--- config.mk ---
export PLATFORM = sky130hd
export DESIGN_NAME = hsv2rgb_flat
export DESIGN_NICKNAME = d
export VERILOG_FILES = /design/src/rtl/hsv2rgb_if.sv /design/src/rtl/hsv2rgb.sv /design/src/flat_wrapper.sv
export SDC_FILE = /design/constraint.sdc
export NUM_CORES = 2
export LEC_CHECK = 0
export CAP_MARGIN = 20
export CORE_ASPECT_RATIO = 2
export CORE_MARGIN = 3
export CORE_UTILIZATION = 35
export DETAILED_ROUTE_END_ITERATION = 7
export PLACE_DENSITY = 0.59
export SLEW_MARGIN = 20
export SYNTH_ARGS = -nofsm -noshare
export SYNTH_HDL_FRONTEND = slang
export SYNTH_SLANG_ARGS = --single-unit
--- constraint.sdc ---
create_clock -name CLK -period 8.1 [get_ports CLK]
set_input_delay 2.025 -clock CLK [delete_from_list [all_inputs] [get_ports CLK]]
set_output_delay 2.025 -clock CLK [all_outputs]
set_load 0.01 [all_outputs]
--- src/rtl/hsv2rgb_if.sv ---
// Pixel stream bundle for the HSV to RGB converter: HSV pixel plus pipeline
// advance in, registered RGB pixel out.
interface hsv2rgb_if #(
  parameter int unsigned OUT_W = 8
);
  logic             EN;
  logic             I_VALID;
  logic [24:0]      H;
  logic [17:0]      S;
  logic [17:0]      V;
  logic             O_VALID;
  logic [OUT_W-1:0] R;
  logic [OUT_W-1:0] G;
  logic [OUT_W-1:0] B;

  modport master (
    output EN, I_VALID, H, S, V,
    input  O_VALID, R, G, B
  );

  modport slave (
    input  EN, I_VALID, H, S, V,
    output O_VALID, R, G, B
  );
endinterface

--- src/rtl/hsv2rgb.sv ---
// Five-stage fixed-latency HSV to RGB converter. Every stage advances only
// while EN is high; a 5-deep valid shift register marks which outputs are real pixels.
module hsv2rgb #(
  parameter int unsigned OUT_W = 8
) (
  input logic     CLK,
  input logic     RST_N,
  hsv2rgb_if.slave bus
);

  localparam logic [24:0] HueFull = 25'h1680000;
  localparam logic [16:0] One     = 17'h10000;
  localparam int unsigned AccW    = OUT_W + 18;
  localparam logic [AccW-1:0] ChanMax = AccW'((64'd1 << OUT_W) - 64'd1);

  // Valid pipeline (reset) and output registers (reset)
  logic [3:0]       valid_d, valid_q;
  logic             o_valid_d, o_valid_q;
  logic [OUT_W-1:0] r_d, r_q, g_d, g_q, b_d, b_q;

  // Stage 1: clamped S/V, sector and residue
  logic [2:0]  k1_d, k1_q;
  logic [21:0] d1_d, d1_q;
  logic [16:0] s1_d, s1_q, v1_d, v1_q;
  // Stage 2: fractional position inside the sector
  logic [2:0]  k2_d, k2_q;
  logic [15:0] f2_d, f2_q;
  logic [16:0] s2_d, s2_q, v2_d, v2_q;
  // Stage 3: saturation-weighted terms
  logic [2:0]  k3_d, k3_q;
  logic [16:0] a3_d, a3_q, b3_d, b3_q, c3_d, c3_q, v3_d, v3_q;
  // Stage 4: value-scaled p/q/t
  logic [2:0]  k4_d, k4_q;
  logic [16:0] p4_d, p4_q, q4_d, q4_q, t4_d, t4_q, v4_d, v4_q;

  logic [24:0] h_wrap, sec_base;
  logic [16:0] f_wide, sf, fc, sfc;
  logic [16:0] r_sel, g_sel, b_sel;

  // Rounded rescale of a 1.16 fraction to a full-scale OUT_W-bit code
  function automatic logic [OUT_W-1:0] scale(input logic [16:0] x);
    return OUT_W'((AccW'(x) * ChanMax + AccW'(17'h08000)) >> 16);
  endfunction

  always_comb begin
    h_wrap = bus.H;
    if (bus.H >= HueFull) begin
      h_wrap = bus.H - HueFull;
    end
    s1_d = (bus.S > 18'h10000) ? One : bus.S[16:0];
    v1_d = (bus.V > 18'h10000) ? One : bus.V[16:0];

    k1_d     = 3'd0;
    sec_base = 25'h0;
    if (h_wrap >= 25'h12C0000) begin
      k1_d     = 3'd5;
      sec_base = 25'h12C0000;
    end else if (h_wrap >= 25'hF00000) begin
      k1_d     = 3'd4;
      sec_base = 25'hF00000;
    end else if (h_wrap >= 25'hB40000) begin
      k1_d     = 3'd3;
      sec_base = 25'hB40000;
    end else if (h_wrap >= 25'h780000) begin
      k1_d     = 3'd2;
      sec_base = 25'h780000;
    end else if (h_wrap >= 25'h3C0000) begin
      k1_d     = 3'd1;
      sec_base = 25'h3C0000;
    end
    d1_d = 22'(h_wrap - sec_base);
  end

  // 69905 / 2^22 approximates 1/60 deg scaled to a 0.16 fraction
  always_comb begin
    f_wide = 17'((39'(d1_q) * 39'd69905) >> 22);
    f2_d   = (f_wide > 17'h0FFFF) ? 16'hFFFF : f_wide[15:0];
    k2_d   = k1_q;
    s2_d   = s1_q;
    v2_d   = v1_q;
  end

  always_comb begin
    sf   = 17'((34'(s2_q) * 34'(f2_q)) >> 16);
    fc   = One - {1'b0, f2_q};
    sfc  = 17'((34'(s2_q) * 34'(fc)) >> 16);
    a3_d = One - s2_q;
    b3_d = One - sf;
    c3_d = One - sfc;
    k3_d = k2_q;
    v3_d = v2_q;
  end

  always_comb begin
    p4_d = 17'((34'(v3_q) * 34'(a3_q)) >> 16);
    q4_d = 17'((34'(v3_q) * 34'(b3_q)) >> 16);
    t4_d = 17'((34'(v3_q) * 34'(c3_q)) >> 16);
    k4_d = k3_q;
    v4_d = v3_q;
  end

  always_comb begin
    r_sel = v4_q;
    g_sel = t4_q;
    b_sel = p4_q;
    case (k4_q)
      3'd1: begin
        r_sel = q4_q;
        g_sel = v4_q;
        b_sel = p4_q;
      end
      3'd2: begin
        r_sel = p4_q;
        g_sel = v4_q;
        b_sel = t4_q;
      end
      3'd3: begin
        r_sel = p4_q;
        g_sel = q4_q;
        b_sel = v4_q;
      end
      3'd4: begin
        r_sel = t4_q;
        g_sel = p4_q;
        b_sel = v4_q;
      end
      3'd5: begin
        r_sel = v4_q;
        g_sel = p4_q;
        b_sel = q4_q;
      end
      default: begin
        r_sel = v4_q;
        g_sel = t4_q;
        b_sel = p4_q;
      end
    endcase
    r_d       = scale(r_sel);
    g_d       = scale(g_sel);
    b_d       = scale(b_sel);
    valid_d   = {valid_q[2:0], bus.I_VALID};
    o_valid_d = valid_q[3];
  end

  // Reset wins over EN so in-flight pixels are never flagged valid afterwards
  always_ff @(posedge CLK) begin
    if (!RST_N) begin
      valid_q   <= 4'b0;
      o_valid_q <= 1'b0;
      r_q       <= '0;
      g_q       <= '0;
      b_q       <= '0;
    end else if (bus.EN) begin
      valid_q   <= valid_d;
      o_valid_q <= o_valid_d;
      r_q       <= r_d;
      g_q       <= g_d;
      b_q       <= b_d;
    end
  end

  always_ff @(posedge CLK) begin
    if (bus.EN) begin
      k1_q <= k1_d;
      d1_q <= d1_d;
      s1_q <= s1_d;
      v1_q <= v1_d;
      k2_q <= k2_d;
      f2_q <= f2_d;
      s2_q <= s2_d;
      v2_q <= v2_d;
      k3_q <= k3_d;
      a3_q <= a3_d;
      b3_q <= b3_d;
      c3_q <= c3_d;
      v3_q <= v3_d;
      k4_q <= k4_d;
      p4_q <= p4_d;
      q4_q <= q4_d;
      t4_q <= t4_d;
      v4_q <= v4_d;
    end
  end

  assign bus.O_VALID = o_valid_q;
  assign bus.R       = r_q;
  assign bus.G       = g_q;
  assign bus.B       = b_q;

endmodule

--- src/flat_wrapper.sv ---
// flat-port wrapper written by rule: the top's interface ports become plain ports
module hsv2rgb_flat 
#(
  parameter int unsigned OUT_W = 8
)
  (CLK, RST_N, bus_EN, bus_I_VALID, bus_H, bus_S, bus_V, bus_O_VALID, bus_R, bus_G, bus_B);
  hsv2rgb_if #(.OUT_W(OUT_W)) bus_i ();
  input logic CLK;
  input logic RST_N;
  input wire logic [$bits(bus_i.EN)-1:0] bus_EN;
  input wire logic [$bits(bus_i.I_VALID)-1:0] bus_I_VALID;
  input wire logic [$bits(bus_i.H)-1:0] bus_H;
  input wire logic [$bits(bus_i.S)-1:0] bus_S;
  input wire logic [$bits(bus_i.V)-1:0] bus_V;
  output wire logic [$bits(bus_i.O_VALID)-1:0] bus_O_VALID;
  output wire logic [$bits(bus_i.R)-1:0] bus_R;
  output wire logic [$bits(bus_i.G)-1:0] bus_G;
  output wire logic [$bits(bus_i.B)-1:0] bus_B;
  assign bus_i.EN = bus_EN;
  assign bus_i.I_VALID = bus_I_VALID;
  assign bus_i.H = bus_H;
  assign bus_i.S = bus_S;
  assign bus_i.V = bus_V;
  assign bus_O_VALID = bus_i.O_VALID;
  assign bus_R = bus_i.R;
  assign bus_G = bus_i.G;
  assign bus_B = bus_i.B;
  hsv2rgb #(.OUT_W(OUT_W)) u_core (.CLK(CLK), .RST_N(RST_N), .bus(bus_i));
endmodule
======== Yosys cells after proc, flatten, opt, wreduce, memory -nomap -nowiden ========
Cells that the tools add are included.
Widths: inputs -> output; s select.
word-level totals
  register bits after elaboration ......... 283
  logic and storage cells ................. 74
  input bits .............................. 65
  output and inout port bits .............. 25
operators by class
  order comparisons ....................... 9
  eq/ne operators ......................... 5
  reductions and logical operators ........ 5
  muxes and demuxes ....................... 13
  multipliers ............................. 9
  add/subtract/negate cells ............... 9
operator list
  operator                count
  $pmux 17 s3             3
  $mul 17x17->33          4
  $mux 22                 5
  $add 24x16->24 const B  3
  $mul 17x8->24 const B   3
  $sub 17x17->17 const A  3
  $ge 25x24->1 const B    2
  $ge 25x25->1 const B    2
  $mul 22x17->39 const B  1
  $gt 18x17->1 const B    2
  $mul 17x16->33          1
  $ge 25x22->1 const B    1
  $ge 25x23->1 const B    1
  $mux 25                 1
  $sub 25x25->25 const B  1
  $sub 22x22->22          1
  $gt 17x16->1 const B    1
  $sub 17x16->17 const A  1
  $reduce_or 2->1         5
  $eq 3x2->1 const B      2
  $eq 3x3->1 const B      2
  $mux 3                  2
  $eq 3x1->1 const B      1
  $mux 1                  2

======== Depth between registers and ports, before layout ========
  word-level depth ........................ 9
  gate-level depth with buffers ........... 36
  mapped depth without buffers ............ 33

======== Worst setup path before layout ========
OpenSTA, ideal clock, no wires.
  path kind ............................... reg2reg
  start ................................... reg u_core.f2_q[0]
  end ..................................... reg u_core.c3_q[16] (data pin)
  path slack .............................. -0.765 ns
  cell stages (with the launch flop) ...... 35
  arrival ................................. 8.600 ns
  path buffers ............................ 4
  library setup time ...................... 0.265 ns
  required time ........................... 7.835 ns
  clock period less this slack ............ 8.865 ns
  cells stage by stage .................... edfxtp_1 -> clkbuf_1 -> buf_1 -> inv_1 -> ha_1 -> or3b_2 -> nor3_1 -> nand2b_1 -> nor2_1 -> xnor2_1 -> clkbuf_1 -> nand2_1 -> fa_1 -> inv_1 -> fa_1 -> inv_1 -> fa_1 -> inv_1 -> fa_1 -> fa_1 -> fa_1 -> ha_1 -> a21oi_1 -> o21ai_0 -> nor3_1 -> a21oi_2 -> a211o_1 -> a31o_1 -> buf_6 -> a211o_1 -> a211oi_4 -> nand3_2 -> or3_1 -> o311ai_1 -> xnor2_1
on the way
  word-level cells in the longest chain between the ends .. 3
RTL lines
  element                 line            source
  start, declared         hsv2rgb.sv:27   logic [15:0] f2_d, f2_q;
  start signal, assigned  hsv2rgb.sv:169  f2_q <= f2_d;
  $sub 17x16->17          hsv2rgb.sv:85   fc = One - {1'b0, f2_q};
  $mul 17x17->33          hsv2rgb.sv:86   sfc = 17'((34'(s2_q) * 34'(fc)) >> 16);
  $sub 17x17->17          hsv2rgb.sv:89   c3_d = One - sfc;
  via u_core.c3_d[16]     hsv2rgb.sv:31   logic [16:0] a3_d, a3_q, b3_d, b3_q, c3_d, c3_q, v3_d, v3_q;
  end signal, assigned    hsv2rgb.sv:175  c3_q <= c3_d;
  end, declared           hsv2rgb.sv:31
The timed path passes the listed nets, and every way through them passes these cells.
A chain may end at the register's enable or synchronous reset.

======== Worst setup path in the final report ========
  start ................................... reg u_core.f2_q[3]
  end ..................................... reg u_core.c3_q[16] (data pin)
Same word-level chain as after synthesis.

==> run summary <==
The flow ran to the end, but the final reports show violations. The final reports fail on setup timing. The die covers 199000 µm². The number of pins exceeding their max-slew limit in the final report was 0.

After clock tree synthesis, the clock-pin slew on the worst setup and hold paths is 0.08 ns. The filler cells instantiated in the layout total 19191. In this run the worst hold path is classified as flop to flop. TritonCTS built the clock tree. The tools report the combined area of the multi-input logic cells as 52200 µm². The slowest stage cell on the critical path was fa_1. Summed over all layers, the global routing overflow is 0. Critical path launch point type: a flop.

The routed design has 185000 µm of wire. For the maximum root-to-sink buffer count, the log shows 3. The clock arrives with 0.0456 ns of skew. Along the worst hold path, the cell count comes to 0. Entering global routing, the biggest net connects 139 pins. Along the worst path, the maximum fanout reaches 6. Once layout is complete, the cells apart from fillers number 9852. The number of global-route vias before repair was 55517.

Measured against its own limit, the worst slew margin works out to 30.9%. In this run, synthesis inferred 254 flip-flops with an integrated enable. For the max capacitance violation total, the log shows 0. The count of nets left with antenna violations once routing finished came out at 0. The kind of cell with the highest combined delay on the critical path is adder cells.

The area added between synthesis and finish was 10.8%. By startpoint and endpoint, the worst setup path is classified as flop to flop. Dividing the detail-routed via count by the number of cells gives 4.94.

The die boundary height works out to 627 µm. In this run, placement finished with an instance count of 9771. In the finished design, the share of the clock period the worst path needs comes to 101%. After synthesis the netlist holds a flip-flop and latch count of 283. In this run the cell area of the synthesized design comes to 67600 µm².

The tools report the endpoint with the worst hold slack as u_core.v3_q[3]. The overall via count from detail_route came out at 48641. The number of antenna violations at the first check in global routing is 1. After synthesis, flip-flops and latches occupy 12.1% of the total area.

The endpoint identified for the worst register-to-register timing path is u_core.c3_q[16]. For the total number of yosys warnings, the log shows 0. The launch instance of the worst min-delay path is u_core.v2_q[3]. The actual slew at the worst max-slew pin was 1.03 ns; the net count of the mapped netlist was 9385. In this run, distinct cell masters in the synthesized netlist total 76. Leaving out fill and tap cells, the most frequent cells in the layout are inv_1, fa_1, nand2_1. Leading cell type in the layout, fill and taps excluded: inv_1. In this run the tool buffered the top-level ports with 89 buffer cells. For the clock network latency to the later pin of the worst-skew pair, the log shows 0.64 ns. For the number of DRC markers after the initial detailed-route iteration, the log shows 2147. In the synthesized netlist the dominant register cell turns out to be edfxtp_1.

The tools report the startpoint of the lowest-slack register-to-register path as u_core.f2_q[3]. The tools report the length of the first detailed-routing pass in iterations as 6. The total area inside the core boundary comes to 191000 µm².

The post-detailed-route wirelength per cell works out to 18.8 µm. The initial utilization of the core area, before any placement, comes to 35.3%. The H-tree generated during clock tree synthesis spans 2 levels. Counting I/O delays and the setup requirement, the final critical path takes 8.18 ns. Setup repair after global routing could not meet its margin everywhere. The fraction of registers with async set or reset after synthesis is 0%, and the overall die width is 317 µm. The number of failing hold endpoints at the final stage came out at 0. The global-route wire length before repair was 296000 µm. The count of endpoints failing setup in the final report was 1; the number of buffers created by CTS was 37. For this run, the post-layout net count is 9504. The wire-length estimate of the detail-placed layout is 156000 µm.

The clock drives 283 sinks. Global routing used 19.2% of the available tracks. In this run the mean area of a mapped cell was 9.40 µm². Static timing analysis puts the maximum clock frequency at 0.122 GHz. Root buffer selected by CTS: clkbuf_16. The worst reg-to-reg setup slack was -0.08 ns; the worst path buffer plus inverter count was 4. STA puts the critical path data required time at 8.46 ns. Synthesis produced 7186 cells.

The post-route worst setup slack was -0.0807 ns; the final weighted congestion of routability-driven global placement was 0.917. In this run the worst setup path begins at u_core.f2_q[3]. Dominant cell type by count on the critical path: fa_1. In the routed design, unresolved DRC markers number 0.

The ratio of cells with drive above 1 in the final layout came out at 6.75%. The worst register-to-register path has a depth of 29. In this run the core area contains 227 standard-cell rows. The element type at the critical path end was a flop. The sequential cells in the finished layout cover a total of 8210 µm².

The number of I/O pins is 90, and the peak per-stage delay on the critical path is 0.59 ns. The arrival time at the worst endpoint is 8.55 ns.
==> worst max-delay path by stage <==
stage	end	slack, ns	depth (start not counted)
2_1_floorplan	u_core.c3_q[16]	-0.32	32
3_3_place_gp	u_core.c3_q[16]	-0.26	31
3_5_place_dp	u_core.c3_q[16]	-0.34	31
4_1_cts	u_core.c3_q[16]	-0.1	29
5_1_grt	u_core.c3_q[16]	-0.47	32
6_report	u_core.c3_q[16]	-0.08	29
==> cells by family after synthesis <==
| logic type | count (synthesis) | synth area share [%] |
|---|---|---|
| adders and majority gates | 2135 | 54.4 |
| buffers and inverters | 2018 | 11.2 |
| and+or+nand+nor | 2003 | 13.8 |
| AOI/OAI and AO/OA | 474 | 4.64 |
| DFF | 283 | 12.1 |
| xor gates and xnor gates | 192 | 2.49 |
| muxes | 81 | 1.21 |
==> Yosys cell counts, types with 74 or more instances <==
master       n  area, µm²
and2_1     479       3000
xnor2_1    134       1170
nand2_1   1065       4000
o21ai_0     74        370
fa_1      1343      26900
edfxtp_1   254       7630
mux2i_1     77        771
nor2_1     185        694
inv_1     1688       6340
a21oi_1    147        736
clkbuf_1   308       1160
ha_1       791       9900
==> worst register-to-register path: cells and delay by family (launching register included) <==
kind / cells / cell delay, ns
AOI/OAI and AO/OA: 7 / 1.27
xor gates and xnor gates: 2 / 0.25
adders and majority gates: 7 / 3.43
buffers and inverters: 4 / 0.37
DFF: 1 / 0.38
and+or+nand+nor: 9 / 2.21
==> area by class of cell <==
type	count	area share (%)
repair buffers	410	4.87
diodes	1	0.00334
clock buffers	41	1.27
multi-input cells	4885	69.8
inverters	1688	8.47
well taps	2519	4.21
clock inverters	25	0.458
flip-flops and latches	283	11.0
==> registers in the layout (all words and copies together) (netlist names), 16 cells and up <==
| register | cells |
|---|---|
| u_core.a3_q | 17 |
| u_core.b3_q | 17 |
| u_core.c3_q | 17 |
| u_core.d1_q | 22 |
| u_core.f2_q | 16 |
| u_core.p4_q | 17 |
| u_core.q4_q | 17 |
| u_core.s1_q | 17 |
| u_core.s2_q | 17 |
| u_core.t4_q | 17 |
| u_core.v1_q | 17 |
| u_core.v2_q | 17 |
| u_core.v3_q | 17 |
| u_core.v4_q | 17 |
==> stage by stage <==
step	setup slack (ns)	TNS (ns)	util, %	hold WS (ns)	cell area, µm²
detailed placement	-0.341	-0.746	38.2	0.405	73100
global placement	-0.261	-0.606	38.2	0.400	73100
floorplan	-0.318	-0.454	-	0.400	67700
CTS	-0.0995	-0.0995	39.0	0.406	74600
global route	-0.471	-1.24	39.1	0.416	74800
finish	-0.0807	-0.0807	39.1	0.404	74800
==> layer usage <==
metal | up-vias | GRT usage, % | part of all wire (%)
li1 | 21932 | - | -
met1 | 24947 | 17.6 | 31
met2 | 1183 | 38.7 | 57
met3 | 577 | 1.70 | 3.0
met4 | 2 | 13.3 | 8.8
met5 | - | 0 | 0.0086
==> what timing repair did <==
action                                  CTS  global route
hold buffers                              0             0
endpoints found under the setup margin    5            18
pin swaps                                 7            10
setup buffers                             9             5
resized for setup                        21            50
Power is left out: the tool's default activity adds up to more than one toggle a clock period on the data nets, which glitch-free logic cannot reach.
